==> src/rtl/banco_registros_param_pkg.sv <==
// Shared defaults and clear-sequencer state encoding for the parametrised register bank.
package banco_registros_param_pkg;

  localparam int unsigned DATA_W_DEF = 32;
  localparam int unsigned ADDR_W_DEF = 5;
  localparam int unsigned N_READ_DEF = 2;

  typedef enum logic {
    CLEAR = 1'b0,
    READY = 1'b1
  } banco_state_e;

endpackage : banco_registros_param_pkg

==> src/rtl/banco_registros_param_clear_fsm.sv <==
// Clear sequencer: sweeps every register to zero after reset or on init_req.
module banco_clear_fsm
  import banco_registros_param_pkg::*;
#(
  parameter int unsigned ADDR_W = ADDR_W_DEF
) (
  input  logic              clk,
  input  logic              rst_n,
  input  logic              init_req,
  output logic              busy,
  output logic              clr_we,
  output logic [ADDR_W-1:0] clr_addr
);

  banco_state_e      state;
  logic [ADDR_W-1:0] idx;

  // State and sweep index; the last address hands over to READY on the same edge it is cleared.
  always_ff @(posedge clk) begin
    if (!rst_n) begin
      state <= CLEAR;
      idx   <= '0;
    end else begin
      case (state)
        CLEAR: begin
          idx <= idx + ADDR_W'(1);
          if (idx == '1) begin
            state <= READY;
          end
        end
        READY: begin
          if (init_req) begin
            state <= CLEAR;
            idx   <= '0;
          end
        end
        default: begin
          state <= CLEAR;
          idx   <= '0;
        end
      endcase
    end
  end

  assign busy     = (state == CLEAR);
  assign clr_we   = (state == CLEAR);
  assign clr_addr = idx;

endmodule : banco_clear_fsm

==> src/rtl/banco_registros_param.sv <==
// Parametrised register bank: N_READ combinational reads, one write port, hardware clear
// sweep and a pending-write scoreboard for load-use hazard detection.
module banco_registros_param
  import banco_registros_param_pkg::*;
#(
  parameter int unsigned DATA_W   = DATA_W_DEF,
  parameter int unsigned ADDR_W   = ADDR_W_DEF,
  parameter int unsigned N_READ   = N_READ_DEF,
  parameter int unsigned ZERO_REG = 1,
  parameter int unsigned BYPASS   = 1
) (
  input  logic                     clk,
  input  logic                     rst_n,
  input  logic                     init_req,
  output logic                     busy,
  input  logic                     we,
  input  logic [ADDR_W-1:0]        wa,
  input  logic [DATA_W-1:0]        data_in,
  input  logic [N_READ*ADDR_W-1:0] ra,
  output logic [N_READ*DATA_W-1:0] rdata,
  input  logic                     pend_set,
  input  logic [ADDR_W-1:0]        pend_addr,
  output logic [N_READ-1:0]        pend
);

  localparam int unsigned DEPTH = 1 << ADDR_W;

  logic [DATA_W-1:0] mem [DEPTH];
  logic [DEPTH-1:0]  pend_bits;
  logic              clr_we;
  logic [ADDR_W-1:0] clr_addr;

  logic ready_c;
  logic init_go_c;
  logic wr_ok_c;
  logic pset_ok_c;

  banco_clear_fsm #(
    .ADDR_W (ADDR_W)
  ) u_clear_fsm (
    .clk      (clk),
    .rst_n    (rst_n),
    .init_req (init_req),
    .busy     (busy),
    .clr_we   (clr_we),
    .clr_addr (clr_addr)
  );

  // init_req outranks any write or pend_set issued in the same cycle.
  assign ready_c   = ~busy;
  assign init_go_c = ready_c & init_req;
  assign wr_ok_c   = ready_c & ~init_req & we
                   & ~((ZERO_REG != 0) && (wa == '0));
  assign pset_ok_c = ready_c & ~init_req & pend_set
                   & ~((ZERO_REG != 0) && (pend_addr == '0));

  always_ff @(posedge clk) begin
    if (clr_we) begin
      mem[clr_addr] <= '0;
    end else if (wr_ok_c) begin
      mem[wa] <= data_in;
    end
  end

  // Scoreboard: a write retires its address, a same-cycle pend_set re-arms it (new producer).
  always_ff @(posedge clk) begin
    if (!rst_n) begin
      pend_bits <= '0;
    end else if (busy || init_go_c) begin
      pend_bits <= '0;
    end else begin
      if (wr_ok_c) begin
        pend_bits[wa] <= 1'b0;
      end
      if (pset_ok_c) begin
        pend_bits[pend_addr] <= 1'b1;
      end
    end
  end

  for (genvar i = 0; i < N_READ; i++) begin : g_rd
    logic [ADDR_W-1:0] ra_i;
    logic              hit_c;
    logic              zero_c;

    assign ra_i   = ra[i*ADDR_W +: ADDR_W];
    assign hit_c  = (BYPASS != 0) && wr_ok_c && (wa == ra_i);
    assign zero_c = (ZERO_REG != 0) && (ra_i == '0);

    assign rdata[i*DATA_W +: DATA_W] = busy   ? '0 :
                                       zero_c ? '0 :
                                       hit_c  ? data_in :
                                                mem[ra_i];

    // A forwarded value is no longer a hazard for this reader.
    assign pend[i] = ready_c & ~hit_c & pend_bits[ra_i];
  end

endmodule : banco_registros_param

==> config.mk <==
export PLATFORM = sky130hd
export DESIGN_NAME = banco_registros_param
export DESIGN_NICKNAME = d
export VERILOG_FILES = /design/src/rtl/banco_registros_param_pkg.sv /design/src/rtl/banco_registros_param_clear_fsm.sv /design/src/rtl/banco_registros_param.sv
export SDC_FILE = /design/constraint.sdc
export NUM_CORES = 1
export LEC_CHECK = 0
export CAP_MARGIN = 20
export CORE_MARGIN = 10
export CORE_UTILIZATION = 35
export DETAILED_ROUTE_END_ITERATION = 10
export PLACE_DENSITY = 0.57
export SLEW_MARGIN = 10
export SYNTH_ARGS = -nofsm -noshare
export SYNTH_HDL_FRONTEND = slang
export SYNTH_SLANG_ARGS = --single-unit
==> constraint.sdc <==
create_clock -name clk -period 6.71 [get_ports clk]
set_input_delay 1.342 -clock clk [delete_from_list [all_inputs] [get_ports clk]]
set_output_delay 1.342 -clock clk [all_outputs]
set_load 0.05 [all_outputs]
* Word level (Yosys, flattened, before mapping)
Memories as Yosys holds them, arrays and structs flattened.
Index checks and enable logic that the tools add are counted.
** Storage, ports and cells
- Memories :: 1
- Register bits :: 38
- Input port bits :: 57
- RAM bits :: 1024
- Logic and storage cells :: 76
** Memory list
- mem :: depth 32, width 32, rd ports 2, clocked after Yosys merged registers in 0, write ports 1, line banco_registros_param.sv:28 : logic [DATA_W-1:0] mem [DEPTH];
** Operators by class
- $lt $le $gt $ge :: 6
- Bitwise operators :: 20
- Reduce and logical (&&, ||, !) cells :: 11
- Muxes and demuxes :: 30
- Eq/ne operators :: 4
- $add $sub $neg :: 1
** Operators by type and width (count)
- two-way mux 32 bit :: 11
- bitwise AND 32 bit :: 1
- inverter 32 bit :: 1
- bitwise OR 32 bit :: 1
- OR reduction 32 bit :: 1
- less-than comparator 5 x 6 -> 1 bit, second input constant :: 4
- logical NOT 5 bit :: 4
- two-way mux 1 bit :: 11
- bitwise AND 1 bit :: 10
- binary-select mux 1 bit (select 5 bit) :: 2
- demux 1 bit (select 5 bit) :: 2
- equality test 5 bit :: 2
- >= comparator 5 x 1 -> 1 bit, second input constant :: 2
- two-way mux 5 bit :: 2
- one-hot mux 5 bit (2 select lines) :: 1
- inverter 1 bit :: 7
- adder 5 x 1 -> 5 bit, second input constant :: 1
- equality test 5 bit, second input constant :: 1
- logical AND 1 bit :: 4
- != test 2 bit, second input constant :: 1
- one-hot mux 1 bit (2 select lines) :: 1
- OR reduction 2 bit :: 1
- logical OR 1 bit :: 1

* Longest topological paths before layout
Gate-level depths: netlist of run 1.
- Depth after elaboration :: 11
- Mapped depth :: 10
- Mapped depth without buffers :: 5

* By module
Synthesis of run 1 repeated with hierarchy kept, for this count alone.
** Second synthesis, totals
- Cells, all modules :: 3129
- Area, all modules :: 51150.3 um2
** Modules (own cells, without submodules)
- banco_registros_param :: times used 1, cells each 3095, seq. area each 31390.1 um2, area each 50831.3 um2
- banco_clear_fsm :: times used 1, cells each 34, seq. area each 120.1 um2, area each 319.1 um2

* Least setup slack after synthesis of run 1
Ideal clock, no wire load.
- Kind :: input to register
- Start :: in wa[4]
- End :: mem mem[11][0] (netlist name), enable pin
- Setup slack :: 1524 ps
- Required time :: 6249 ps
- Stages :: 7
- Path buffers :: 2
- Arrival :: 4725 ps
- Cells stage by stage :: or3_1 > buf_2 > o21a_1 > buf_6 > o31ai_4 > nand2_1 > nor3_1
** Between the ends
- Longest elaborated chain between the ends :: 8
- Elaborated cells on any way between the ends :: 9
- Classes of those cells :: mux: 5; bitwise: 2; reduce/logical: 2
** RTL lines
- from (decl) :: line banco_registros_param.sv:17 : input logic [ADDR_W-1:0] wa,
- logical NOT 5 bit :: line banco_registros_param.sv:53 : & ~((ZERO_REG != 0) && (wa == '0));
- inverter 1 bit :: line banco_registros_param.sv:53
- bitwise AND 1 bit :: line banco_registros_param.sv:53
- two-way mux 1 bit :: line banco_registros_param.sv:60 : end else if (wr_ok_c) begin
- two-way mux 1 bit :: line banco_registros_param.sv:58 : if (clr_we) begin
- two-way mux 1 bit (implied by the code) :: line banco_registros_param.sv:61 : mem[wa] <= data_in;
- OR reduction 32 bit (no source line)
- two-way mux 5 bit (no source line) / two-way mux 1 bit (equally long branches)
- to (decl) :: line banco_registros_param.sv:28
Parallel ways exist; a longest one is shown, timed or not.

* Worst setup path after layout of run 1
- Start :: in wa[1]
- End :: out rdata[37]
** Between the ends
- Longest elaborated chain between the ends :: 7
- Elaborated cells on any way between the ends :: 8
- Classes of those cells :: eq/ne: 1; mux: 3; bitwise: 2; reduce/logical: 2
** RTL lines
- logical NOT 5 bit :: line banco_registros_param.sv:53
- inverter 1 bit :: line banco_registros_param.sv:53
- bitwise AND 1 bit :: line banco_registros_param.sv:53
- logical AND 1 bit * :: line banco_registros_param.sv:87 : assign hit_c = (BYPASS != 0) && wr_ok_c && (wa == ra_i);
- two-way mux 32 bit * :: line banco_registros_param.sv:92 : hit_c ? data_in :
- two-way mux 32 bit * :: line banco_registros_param.sv:91 : zero_c ? '0 :
- two-way mux 32 bit * :: line banco_registros_param.sv:90 : assign rdata[i*DATA_W +: DATA_W] = busy ? '0 :
- to (decl) :: line banco_registros_param.sv:20 : output logic [N_READ*DATA_W-1:0] rdata,
Every way passes the cells marked *; elsewhere a longest branch is shown, timed or not.

==> results of run 1 <==
==> cell type report <==
class                      count  area [µm²]  area share
multi-input combinational   1738       18100       0.305
inverter                       3        11.3    0.000190
clock inverter                73         806      0.0136
tap                         1903        2380      0.0401
sequential                  1062       31500       0.531
clock buffer                 131        2880      0.0485
timing repair buffer         282        3650      0.0615
==> routing by layer <==
metal,track usage,vias to the layer above,share of wire,wire (µm)
met4,0.0644,0,0.033,5090
met5,0,-,0,0
met1,0.247,16265,0.41,63500
met2,0.319,1339,0.49,77100
li1,-,13017,-,-
met3,0.0317,288,0.067,10500
==> synthesized netlist by cell type (38+ instances only) <==
library cell                number
sky130_fd_sc_hd__clkbuf_1       90
sky130_fd_sc_hd__buf_4          38
sky130_fd_sc_hd__nand2_1       181
sky130_fd_sc_hd__mux4_2        338
sky130_fd_sc_hd__nor2_1        107
sky130_fd_sc_hd__o2111ai_1      64
sky130_fd_sc_hd__edfxtp_1     1024
sky130_fd_sc_hd__o22ai_1       193
sky130_fd_sc_hd__buf_2         107
sky130_fd_sc_hd__a31oi_1        64
sky130_fd_sc_hd__dfxtp_1        38
sky130_fd_sc_hd__mux2i_1       450
sky130_fd_sc_hd__o22a_1         64
sky130_fd_sc_hd__a211oi_1       64
==> worst paths after layout <==
| kind | start | endpoint | slack, ns | cells past startpoint |
|---|---|---|---|---|
| setup reg to reg | u_clear_fsm.state$_SDFF_PN0_ | mem[0][16]$_DFFE_PP_ | 2.44 | 7 |
| setup / recovery | wa[1] | rdata[37] | 0.57 | 8 |
| hold reg to reg | pend_bits[17]$_SDFF_PP0_ | pend_bits[17]$_SDFF_PP0_ | 0.50 | 2 |
| hold / removal | pend_bits[17]$_SDFF_PP0_ | pend_bits[17]$_SDFF_PP0_ | 0.50 | 2 |
==> metrics by stage <==
step	hold slack, ns	total power, mW	worst slack (ns)	instances
final	0.497	14.5	0.573	5192
after global routing	0.501	14.9	0.357	5192
after CTS	0.495	14.6	0.516	5172
after detailed placement	0.485	8.39	0.553	4968
after global placement	0.472	8.38	0.580	4967
after floorplan	0.460	8.06	1.52	3063
==> registers in the layout (all words and copies together), names as in the netlist <==
name	flops
mem	1024
pend_bits	32
u_clear_fsm.clr_addr	5
u_clear_fsm.state	1
==> critical path: cells and delay by family <==
family,cells,cell delay [ns]
XOR/XNOR,1,0.30
AO/OA/AOI/OAI,2,0.59
buffers and inverters,3,1.39
AND/OR/NAND/NOR,2,1.15
==> power groups by stage <==
stage	logic, mW	clock network [mW]	registers, mW
2_1_floorplan	0.660	0	7.40
3_3_place_gp	0.985	0	7.40
3_5_place_dp	0.987	0	7.40
4_1_cts	0.989	6.37	7.26
5_1_grt	1.03	6.65	7.26
6_report	0.986	6.28	7.26
==> cell families after synthesis <==
kind of cell,share of synthesized area
simple gates,0.0365
compound gates,0.0727
buf+inv,0.0277
mux,0.239
flops,0.622
fa+ha+maj,0.000493
xor+xnor,0.00190
==> flow_summary_export.csv, run 1 <==
group,metric,value,unit
outcome,run_status,"completed",
yosys,synth.cell_area,50700,µm²
placement,port-buffer-count,123,
route,dr.pass1.iters,5,
timing,max_slew_margin,0.273,
yosys,ys_top_cells_by_area,"sky130_fd_sc_hd__edfxtp_1 61%, sky130_fd_sc_hd__mux4_2 15%, sky130_fd_sc_hd__mux2i_1 8.9%",
cells_and_area,nets,3256,
pwr,clk_pwr_share,0.432,
pwr,max-vdd-ir-drop,0.208,mV
global_route,antenna_found_initial,1,
run,cap_viol_max_count,0,
timing,fin_crit,6.14,ns
clock_tree,clock_tree_from_tritoncts,"yes",
timing,final_min_period_over_clock_period,0.915,
clock_tree,postCtsSetupRepairBufs,0,
route,initial_drc_count,3169,
floorplan,die-height,401,µm
yosys,yosysWarningCount,0,
route,num_vias,30909,
timing,timing.final.setup_violations,0,
yosys,synthFlopType,"sky130_fd_sc_hd__edfxtp_1",
worst_setup_path,critPathMaxStageDelay,0.74,ns
pwr,total_leakage_power,19.5,nW
pwr,power.combinational.fraction,0.068,
route,viasPerCell,5.95,
timing,rsz0062_at_grt,"false",
cells_and_area,final_core_utilization,0.413,
yosys,avgSynthCellArea,16.6,µm²
worst_setup_path,timing.critical_path.from_type,"input port",
clock_tree,clk_pin_slew,0.06,ns
floorplan,std_cell_rows,139,
global_route,grt.overflow.total,0,
yosys,post-synth-top-area-cell,"sky130_fd_sc_hd__edfxtp_1",
yosys,count_of_cell_types_in_the_netlist,53,
route,postRouteAntennaNets,0,
timing,drv_slew,0,
floorplan,initial_utilization,0.353,
timing,worst_slew_pin_slew,1.09,ns
route,wirelength,156,mm
cells_and_area,mostFrequentLayoutCells,"1024 x sky130_fd_sc_hd__edfxtp_1, 450 x sky130_fd_sc_hd__mux2i_1, 338 x sky130_fd_sc_hd__mux4_2",
clock_tree,ctsRootBufferMaster,"sky130_fd_sc_hd__clkbuf_16",
yosys,netlist.area_leader.share,0.607,
yosys,asyncSetResetFlopFracSynth,0,
worst_setup_path,crit_path_top_delay_cell,"sky130_fd_sc_hd__clkdlybuf4s50_1",
cells_and_area,antenna_cells_inserted,0,
pwr,power.switching,3.24,mW
pwr,power.sequential.fraction,0.500,
clock_tree,numClockSinks,1062,
cells_and_area,layout.filler_cells,12759,
worst_setup_path,path_cells,"clkdlybuf4s50_1 > xor2_1 > nor4_1 > nand3_4 > buf_4 > a31oi_1 > o22a_1 > buf_12",
cells_and_area,leading_cell_type_in_the_layout_fill_and_taps_excluded,"sky130_fd_sc_hd__edfxtp_1",
clock_tree,postCtsHoldBufs,0,
clock_tree,htreeDepth,3,
placement,dpl_cell_area,55300,µm²
yosys,yosysSeqAreaShare,0.622,
worst_setup_path,critPathCaptureType,"output pin",
timing,setup-tns-final,0,ns
global_route,grt_pass1_vias,31546,
pwr,power_per_cell_area,245,nW/µm²
yosys,ys_seq_elements,1062,
worst_setup_path,required_time_reported_for_the_critical_path_endpoint,5.37,ns
clock_tree,clk-insertion-delay-late,0.73,ns
timing,clock.fmax,163,MHz
placement,gpl.final_weighted_congestion,0.829,
global_route,pin_count_of_the_biggest_net_entering_global_routing,67,
route,residual_drc,0,
floorplan,floorplan.core_area,144000,µm²
pwr,switching_share,0.223,
global_route,grt_first_pass_wirelength,226,mm
floorplan,die_footprint,160000,µm²
timing,fin_skew,0.0446,ns
yosys,netlist_instances,3063,
pwr,cell_internal_pwr,11.3,mW
clock_tree,ctsResizeCount,0,
floorplan,io-pin-count,124,
clock_tree,clock_tree.buffer_depth,3,
timing,final_hold_violation_count,0,
min_path,hold_path_class,"reg -> reg",
cells_and_area,drive_above_1_share,0.244,
worst_setup_path,cp_max_fo,39,
route,wl_per_cell,30.1,µm
cells_and_area,post-route-cell-area,59300,µm²
clock_tree,cts_inserted_buffers,110,
worst_setup_path,timing.setup.critical_path_class,"in -> out",
global_route,grt_usage,0.189,
placement,dp_hpwl,98.7,mm
yosys,syn-num-nets,3122,
cells_and_area,areaGrowthSynthToFinish,17.0,%
floorplan,chipWidth,401,µm
yosys,synth_edf_count,1024,
worst_setup_path,critical_path_arrival,4.79,ns
Note: power is estimated with default switching activity, not from simulation.
==> run 2, diff against run 1 <==
--- a/config.mk
+++ b/config.mk
@@ -6,10 +6,12 @@
 export NUM_CORES = 1
 export LEC_CHECK = 0
 export CAP_MARGIN = 20
+export CORE_ASPECT_RATIO = 0.9
 export CORE_MARGIN = 10
-export CORE_UTILIZATION = 35
+export CORE_UTILIZATION = 60
+export CTS_CLUSTER_DIAMETER = 50
 export DETAILED_ROUTE_END_ITERATION = 10
-export PLACE_DENSITY = 0.57
+export PLACE_DENSITY = 0.85
 export SLEW_MARGIN = 10
 export SYNTH_ARGS = -nofsm -noshare
 export SYNTH_HDL_FRONTEND = slang
==> run 2 against run 1 <==
  * Final cell count shrank 16%
  * Via count grew 8.8%
  * Non-clock buffer count shrank 45
  * Critical path depth shrank 1
  * Flip-flop and latch count is the same
  * Sequential share of layout area grew 1.7 points
  * Global-route usage grew 13 points
  * Clock power shrank 5.9%
  * Worst setup slack gained 0.062 ns
  * Combinational power shrank 2%
  * Clock-buffer cell count shrank 10
  * Critical path type unchanged
  * Critical endpoint is now rdata[3]
==> flow_summary_export.csv, run 2 (synthesis results as in run 1) <==
group,metric,value,unit
placement,port-buffer-count,123,
clock_tree,postCtsHoldBufs,0,
clock_tree,clk-insertion-delay-late,0.70,ns
route,viasPerCell,7.69,
worst_setup_path,cp_max_fo,15,
global_route,grt.overflow.total,0,
cells_and_area,layout.filler_cells,4920,
clock_tree,clock_tree_from_tritoncts,"yes",
cells_and_area,leading_cell_type_in_the_layout_fill_and_taps_excluded,"sky130_fd_sc_hd__edfxtp_1",
run,cap_viol_max_count,0,
route,residual_drc,0,
timing,rsz0062_at_grt,"false",
cells_and_area,areaGrowthSynthToFinish,13.5,%
timing,max_slew_margin,0.222,
pwr,power_consumption,14.1,mW
cells_and_area,largest_reg_flops,1024,
timing,final_hold_violation_count,0,
route,dr.pass1.iters,6,
cells_and_area,largest-register,"mem",
floorplan,chipWidth,326,µm
worst_setup_path,required_time_reported_for_the_critical_path_endpoint,5.37,ns
worst_setup_path,ff2ff_path_depth,7,
clock_tree,clock_tree.buffer_depth,3,
timing,fin_skew,0.0208,ns
route,initial_drc_count,5509,
global_route,grt_pass1_vias,34261,
clock_tree,htreeDepth,3,
floorplan,initial_utilization,0.603,
global_route,grt_first_pass_wirelength,229,mm
clock_tree,ctsResizeCount,0,
timing,worst_slew_pin_slew,1.17,ns
route,wl_per_cell,35.7,µm
floorplan,die-height,296,µm
clock_tree,cts_inserted_buffers,107,
timing,clock.fmax,165,MHz
timing,fin_worst_hold_slack,0.488,ns
placement,gpl.final_weighted_congestion,0.880,
route,num_vias,33632,
worst_setup_path,timing.critical_path.from_type,"input port",
placement,place.detailed.instances,4160,
floorplan,floorplan.core_area,84000,µm²
pwr,power.combinational.fraction,0.068,
min_path,hold-path-cell-count,2,
pwr,power_per_cell_area,246,nW/µm²
global_route,antenna_found_initial,5,
worst_setup_path,timing.setup.critical_path_class,"in -> out",
outcome,run_status,"completed",
route,wirelength,156,mm
clock_tree,postCtsSetupRepairBufs,0,
floorplan,std_cell_rows,101,
cells_and_area,final_cell_count_no_fill,4374,
global_route,grt_usage,0.319,
timing,final_min_period_over_clock_period,0.905,
timing,setup-tns-final,0,ns
pwr,power.switching,3.26,mW
clock_tree,numClockSinks,1062,
worst_setup_path,rrSetupSlack,2.87,ns
cells_and_area,drive_above_1_share,0.232,
timing,drv_slew,0,
cells_and_area,nets,3208,
placement,dp_hpwl,90.3,mm
timing,fin_crit,6.07,ns
timing,timing.final.setup_violations,0,
pwr,switching_share,0.231,
pwr,total_leakage_power,19.1,nW
pwr,max-vdd-ir-drop,0.216,mV
pwr,cell_internal_pwr,10.9,mW
worst_setup_path,critical_path_arrival,4.73,ns
pwr,clk_pwr_share,0.418,
worst_setup_path,critPathCaptureType,"output pin",
clock_tree,ctsRootBufferMaster,"sky130_fd_sc_hd__clkbuf_16",
route,postRouteAntennaNets,0,
floorplan,die_footprint,96500,µm²
clock_tree,clk_pin_slew,0.06,ns
min_path,hold_path_class,"reg -> reg",
global_route,pin_count_of_the_biggest_net_entering_global_routing,102,
pwr,power.sequential.fraction,0.514,
floorplan,io-pin-count,124,
cells_and_area,mostFrequentLayoutCells,"1024 x sky130_fd_sc_hd__edfxtp_1, 450 x sky130_fd_sc_hd__mux2i_1, 338 x sky130_fd_sc_hd__mux4_2",
[run 2: cell types whose count changed in the layout (fill, tap and decap cells not counted), moves of 5 or more]
cell and delta:
sky130_fd_sc_hd__bufinv_16 -9, sky130_fd_sc_hd__buf_8 -9, sky130_fd_sc_hd__buf_4 -27, sky130_fd_sc_hd__clkbuf_1 -5, sky130_fd_sc_hd__clkinvlp_4 +10, sky130_fd_sc_hd__buf_12 -12
[run 2: critical path, cell delays in order]
cell and delay, ns:
sky130_fd_sc_hd__clkdlybuf4s50_1 0.76, sky130_fd_sc_hd__or4b_1 1.14, sky130_fd_sc_hd__o22ai_1 0.39, sky130_fd_sc_hd__nor2_1 0.09
sky130_fd_sc_hd__a31oi_1 0.52, sky130_fd_sc_hd__o22a_1 0.33, sky130_fd_sc_hd__buf_12 0.16
[run 2: path summary, 6_finish.rpt]
| check | from | endpoint |
|---|---|---|
| setup reg to reg | u_clear_fsm.state$_SDFF_PN0_ | mem[29][29]$_DFFE_PP_ |
| hold reg to reg | pend_bits[22]$_SDFF_PP0_ | pend_bits[22]$_SDFF_PP0_ |
| hold / removal | pend_bits[22]$_SDFF_PP0_ | pend_bits[22]$_SDFF_PP0_ |
| setup / recovery | ra[4] | rdata[3] |
[run 2: routing by layer]
layer / global-route usage / vias up / share of wire
li1: - / 12938 / -
met1: 0.397 / 16711 / 0.32
met2: 0.496 / 3260 / 0.46
met3: 0.102 / 717 / 0.15
met4: 0.179 / 6 / 0.060
met5: 0 / - / 0.00025
[run 2: metrics by stage]
stage / setup WS (ns) / util / instance area, µm²
finish: 0.635 / 0.685 / 57500
global route: 0.623 / 0.685 / 57500
CTS: 0.807 / 0.682 / 57300
detailed placement: 0.835 / 0.641 / 53900
global placement: 0.901 / 0.641 / 53900
floorplan: 1.52 / - / 50700
[run 2: layout make-up]
type | instances | area (µm²) | share of cell area
timing repair buffer | 237 | 3090 | 0.0537
sequential | 1062 | 31500 | 0.548
clock inverter | 78 | 622 | 0.0108
inverter | 3 | 11.3 | 0.000196
tap | 1133 | 1420 | 0.0246
antenna | 2 | 5.00 | 0.0000870
multi-input combinational | 1738 | 18100 | 0.314
clock buffer | 121 | 2790 | 0.0486
[run 2: power by group through the flow]
stage	logic, mW	registers, mW	clock network (mW)
floorplan	0.660	7.40	0
global placement	0.907	7.39	0
detailed placement	0.931	7.41	0
CTS	0.942	7.27	5.86
global route	0.996	7.27	6.13
finish	0.969	7.27	5.91
